File: src/rtl/keypad_scanner_if.sv
// Key matrix and key-event bundle between the keypad scanner and the panel side.
// The master is the scanner: it drives the columns and the key events and reads the rows.
// The slave is the matrix/consumer side.
interface keypad_scanner_if;
    logic [3:0] row_n;
    logic [3:0] col_n;
    logic [3:0] key_code;
    logic       key_valid;
    logic       key_held;

    modport master (
        input  row_n,
        output col_n,
        output key_code,
        output key_valid,
        output key_held
    );

    modport slave (
        output row_n,
        input  col_n,
        input  key_code,
        input  key_valid,
        input  key_held
    );
endinterface

File: src/rtl/keypad_scanner.sv
// 4x4 active-low keypad scanner for the calculator front panel.
// Drives one column low at a time and samples the rows through a 2-flop synchronizer.
// Press and release are debounced, and each accepted key is reported once as
// {row_idx, col_idx} with a one-cycle key_valid pulse.
//
//   state    | meaning
//   ---------+------------------------------------------------------------
//   SCAN     | rotate the column each tick and look for exactly one row low
//   DEBOUNCE | column frozen; count ticks on which the same row stays low
//   HELD     | key reported; column frozen; count ticks on which all rows are high
module keypad_scanner #(
    parameter int PRESCALE  = 40000,
    parameter int DEB_TICKS = 3
) (
    input  logic             clk,
    input  logic             reset,
    keypad_scanner_if.master kp
);

    localparam int PRESC_W = (PRESCALE > 1) ? $clog2(PRESCALE) : 1;
    localparam int DEB_W   = $clog2(DEB_TICKS + 1);

    localparam logic [PRESC_W-1:0] PRESC_LAST = PRESC_W'(PRESCALE - 1);
    localparam logic [DEB_W-1:0]   DEB_LAST   = DEB_W'(DEB_TICKS - 1);

    localparam logic [1:0] SCAN     = 2'd0;
    localparam logic [1:0] DEBOUNCE = 2'd1;
    localparam logic [1:0] HELD     = 2'd2;

    logic [1:0]         state;
    logic [PRESC_W-1:0] presc;
    logic               tick;
    logic [DEB_W-1:0]   deb_cnt;
    logic [1:0]         col_idx;
    logic [1:0]         row_lat;
    logic [3:0]         rs_meta;
    logic [3:0]         rs;
    logic               single_low;
    logic [1:0]         row_det;
    logic [3:0]         key_code;
    logic               key_valid;
    logic               key_held;

    assign tick         = (presc == PRESC_LAST);
    assign kp.col_n     = ~(4'b0001 << col_idx);
    assign kp.key_code  = key_code;
    assign kp.key_valid = key_valid;
    assign kp.key_held  = key_held;

    // Bring the asynchronous rows into the clock domain; idle rows read high.
    always_ff @(posedge clk) begin
        if (!reset) begin
            rs_meta <= 4'b1111;
            rs      <= 4'b1111;
        end else begin
            rs_meta <= kp.row_n;
            rs      <= rs_meta;
        end
    end

    // Free-running scan-tick prescaler.
    always_ff @(posedge clk) begin
        if (!reset) begin
            presc <= '0;
        end else if (tick) begin
            presc <= '0;
        end else begin
            presc <= presc + PRESC_W'(1);
        end
    end

    // Decode exactly one low row; any other pattern is idle or a multi-key press.
    always_comb begin
        single_low = 1'b0;
        row_det    = 2'd0;
        case (rs)
            4'b1110: begin single_low = 1'b1; row_det = 2'd0; end
            4'b1101: begin single_low = 1'b1; row_det = 2'd1; end
            4'b1011: begin single_low = 1'b1; row_det = 2'd2; end
            4'b0111: begin single_low = 1'b1; row_det = 2'd3; end
            default: begin single_low = 1'b0; row_det = 2'd0; end
        endcase
    end

    // Scan / debounce / hold sequencing, advanced only on scan ticks.
    always_ff @(posedge clk) begin
        if (!reset) begin
            state     <= SCAN;
            deb_cnt   <= '0;
            col_idx   <= 2'd0;
            row_lat   <= 2'd0;
            key_code  <= 4'd0;
            key_valid <= 1'b0;
            key_held  <= 1'b0;
        end else begin
            key_valid <= 1'b0;
            if (tick) begin
                case (state)
                    SCAN: begin
                        if (single_low) begin
                            row_lat <= row_det;
                            if (DEB_TICKS == 1) begin
                                key_code  <= {row_det, col_idx};
                                key_valid <= 1'b1;
                                key_held  <= 1'b1;
                                deb_cnt   <= '0;
                                state     <= HELD;
                            end else begin
                                deb_cnt <= DEB_W'(1);
                                state   <= DEBOUNCE;
                            end
                        end else begin
                            col_idx <= col_idx + 2'd1;
                        end
                    end
                    DEBOUNCE: begin
                        if (rs == ~(4'b0001 << row_lat)) begin
                            if (deb_cnt == DEB_LAST) begin
                                key_code  <= {row_lat, col_idx};
                                key_valid <= 1'b1;
                                key_held  <= 1'b1;
                                deb_cnt   <= '0;
                                state     <= HELD;
                            end else begin
                                deb_cnt <= deb_cnt + DEB_W'(1);
                            end
                        end else begin
                            // Abort without rotating; the next tick resumes the scan.
                            deb_cnt <= '0;
                            state   <= SCAN;
                        end
                    end
                    HELD: begin
                        if (rs == 4'b1111) begin
                            if (deb_cnt == DEB_LAST) begin
                                key_held <= 1'b0;
                                deb_cnt  <= '0;
                                state    <= SCAN;
                            end else begin
                                deb_cnt <= deb_cnt + DEB_W'(1);
                            end
                        end else begin
                            deb_cnt <= '0;
                        end
                    end
                    default: begin
                        deb_cnt  <= '0;
                        key_held <= 1'b0;
                        state    <= SCAN;
                    end
                endcase
            end
        end
    end

endmodule

File: src/flat_wrapper.sv
// flat-port wrapper written by rule: the top's interface ports become plain ports
module keypad_scanner_flat 
#(
    parameter int PRESCALE  = 40000,
    parameter int DEB_TICKS = 3
)
  (clk, reset, kp_row_n, kp_col_n, kp_key_code, kp_key_valid, kp_key_held);
  keypad_scanner_if kp_i ();
  input  logic clk;
  input  logic reset;
  input wire logic [$bits(kp_i.row_n)-1:0] kp_row_n;
  output wire logic [$bits(kp_i.col_n)-1:0] kp_col_n;
  output wire logic [$bits(kp_i.key_code)-1:0] kp_key_code;
  output wire logic [$bits(kp_i.key_valid)-1:0] kp_key_valid;
  output wire logic [$bits(kp_i.key_held)-1:0] kp_key_held;
  assign kp_i.row_n = kp_row_n;
  assign kp_col_n = kp_i.col_n;
  assign kp_key_code = kp_i.key_code;
  assign kp_key_valid = kp_i.key_valid;
  assign kp_key_held = kp_i.key_held;
  keypad_scanner #(.PRESCALE(PRESCALE), .DEB_TICKS(DEB_TICKS)) u_core (.clk(clk), .reset(reset), .kp(kp_i));
endmodule
File: config.mk
export PLATFORM = sky130hd
export DESIGN_NAME = keypad_scanner_flat
export DESIGN_NICKNAME = d
export VERILOG_FILES = /design/src/rtl/keypad_scanner_if.sv /design/src/rtl/keypad_scanner.sv /design/src/flat_wrapper.sv
export SDC_FILE = /design/constraint.sdc
export NUM_CORES = 1
export LEC_CHECK = 0
export CELL_PAD_IN_SITES_DETAIL_PLACEMENT = 0
export CELL_PAD_IN_SITES_GLOBAL_PLACEMENT = 2
export CORE_ASPECT_RATIO = 0.5
export CORE_UTILIZATION = 30
export CTS_CLUSTER_DIAMETER = 40
export CTS_CLUSTER_SIZE = 20
export DETAILED_ROUTE_END_ITERATION = 8
export GPL_TIMING_DRIVEN = 1
export PLACE_DENSITY_LB_ADDON = 0.1
export RECOVER_POWER = 25
export SLEW_MARGIN = 20
export SYNTH_ARGS = -nofsm -noshare
export SYNTH_HDL_FRONTEND = slang
export SYNTH_SLANG_ARGS = --single-unit
File: constraint.sdc
create_clock -name clk -period 2 [get_ports clk]
set_input_delay 0.2 -clock clk [delete_from_list [all_inputs] [get_ports clk]]
set_output_delay 0.2 -clock clk [all_outputs]
set_load 0.01 [all_outputs]
==> metrics <==
routed wire length=3640 µm; Avg Inst Size Synth=8.89 µm²; number of buffers created by CTS=5; crit end category=flop; LEAKAGE=0.000904 µW; I/O pins=16; hold slack=403 ps; ant diodes=0; slew margin rel.=56.4%; outcome=complete, no violations; Clock Latency Late Sink=280 ps; buffers added on ports=15; DIE AREA=6260 µm²; Starting Density=31.8%; vias per inst=4.67; CP Class=flop to flop; number of global-route vias before repair=1377; # setup viols final=0; hold path start=u_core.rs_meta[3]; DR pass1 iterations=4; Worst path slowest cell=dfxtp_1; predominant post-synthesis flop cell=dfxtp_1; worst setup path startpoint=u_core.presc[7]; share of cells above drive strength 1=11.0%; sequential area share after synthesis=42.8%; CTS Hold Bufs=0; CTS tree=done; Net Count, Synth=211; post-route minimum period=1860 ps; R2R cell count=5; Max Fanout on Critical Path=6; cts repair resizes=0; clk slew on worst S/H paths=60 ps; top-area cell type share of the netlist area=42.8%; DP HPWL=2650 µm; first-pass GRT wire length=6330 µm; commonest non-fill, non-tap cell in the layout=dfxtp_1; final clock skew=6.82 ps; Initial DRC Count=21; post-synth top area cell=dfxtp_1; worst slew pin tran=654 ps; crit path DAT=2080 ps; Final Max Tran Viols=0; Hold Fails Final Rpt=0; # DRC=0; Die X=111 µm; largest cells by area after synthesis=dfxtp_1 (43%), xor2_1 (5.9%), nor2_1 (5.5%); Distinct cells, synth=42; asr flop ratio synth=0%; largest incremental delay on the critical path=340 ps; final worst path period share=93.1%; Fin Setup TNS=0 ps; Routed Antenna Nets=0; GRT Residual Overflow=0; Max Buffers Root-to-Sink=2; Syn Inst Count=200; commonest non-fill, non-tap cells in the layout=dfxtp_1 (38), nor2_1 (26), nand2_1 (23); H-tree depth=2; initial antenna violation count=0; unrepaired setup endpoints after global routing=false; CP Cell Sequence=nor4b_1 > nand3_1 > nor3_4 > nor4b_4 > mux2i_1; largest net degree at the start of global routing=17; worst vdd ir=0.000283 V; Reg-to-Reg Start=u_core.presc[7]; max_cap viols=0; Seq cells post-synth=38; Die Y=56.4 µm; Final nets=238; clock root buffer=clkbuf_16; per-cell routed wire length=12.1 µm; routed vias=1407; CORE AREA=5590 µm²; Worst EP required=2220 ps; Netlist Area Pre-Place=1780 µm²; WHS Path Cells=1; row count=19; Overall Global Routing Usage=13.1%; HP Class=flop to flop; PwrDens=736 nW/µm²; Post-synth EDFFs=0; clock sink count=38; fmax=0.537 GHz; Area Growth Syn to Fin=25.8%; CP Launch Type=flop; Placer Congestion=0.747; Post CTS Setup Buffer Count=0; Ys Warns=0
layout make-up:
cell class	instances	area [µm²]
Sequential cell	38	761
Fill cell	592	3350
Clock inverter	1	5.00
Inverter	11	41.3
Tap cell	73	91.3
Timing Repair Buffer	26	241
Clock buffer	7	143
Multi-Input combinational cell	145	955
sequential cells by signal, indices dropped and copies added, names as in the netlist:
signal               cells
u_core.col_idx           2
u_core.deb_cnt           2
u_core.kp.key_code       4
u_core.kp.key_held       1
u_core.kp.key_valid      1
u_core.presc            16
u_core.row_lat           2
u_core.rs                4
u_core.rs_meta           4
u_core.state             2
final timing paths:
kind / end / slack (ps)
setup / recovery: u_core.col_idx[0] / 140
hold / removal: u_core.rs[3] / 400
setup reg to reg: u_core.col_idx[0] / 140
hold reg to reg: u_core.rs[3] / 400
through the flow:
stage / setup slack, ps / area, µm² / util [%] / total power (µW) / cells
after floorplan: 264 / 1780 / - / 841 / 200
after global placement: 137 / 2080 / 37.2 / 871 / 293
after detailed placement: 129 / 2080 / 37.2 / 870 / 293
after CTS: 102 / 2230 / 39.9 / 1680 / 301
after global routing: 16.8 / 2240 / 40.0 / 1720 / 301
final: 138 / 2240 / 40.0 / 1650 / 301
report_power, final:
group | internal [µW] | total [µW] | switching [µW]
combinational | 33.6 | 72.0 | 38.4
clock | 494 | 794 | 300
sequential | 770 | 780 | 10.3
total | 1300 | 1650 | 349
cell families (layout without fill, tap and decap cells):
kind of cell | Yosys count | after routing | share of synthesized area (%)
DFF | 38 | 38 | 42.8
AOI/OAI and AO/OA | 19 | 19 | 7.25
adders and majority gates | 5 | 5 | 3.52
buffers and inverters | 17 | 45 | 4.29
xor gates and xnor gates | 16 | 16 | 7.88
and+or+nand+nor | 98 | 98 | 30.3
muxes | 7 | 7 | 3.94
cells in the mapped netlist, types with 5 or more instances:
library cell,instances
nand2_1,23
dfxtp_1,38
ha_1,5
nand4_1,7
nand2b_1,10
nor2_1,26
xor2_1,12
nand3_1,9
mux2i_1,7
inv_1,11
worst max-delay path, delay by kind of cell, from the launching register on:
| family | cells | cell delay, ps |
|---|---|---|
| flops | 1 | 340 |
| mux | 1 | 220 |
| simple gates | 4 | 1230 |
per-layer routing:
metal / global-route usage [%] / vias to the layer above / part of all wire (%)
met5: 0 / - / 0
met4: 6.29 / 0 / 1.7
met3: 5.18 / 8 / 4.2
met2: 20.6 / 14 / 43
met1: 15.6 / 645 / 51
li1: - / 740 / -
(Power assumes the default switching activity.)
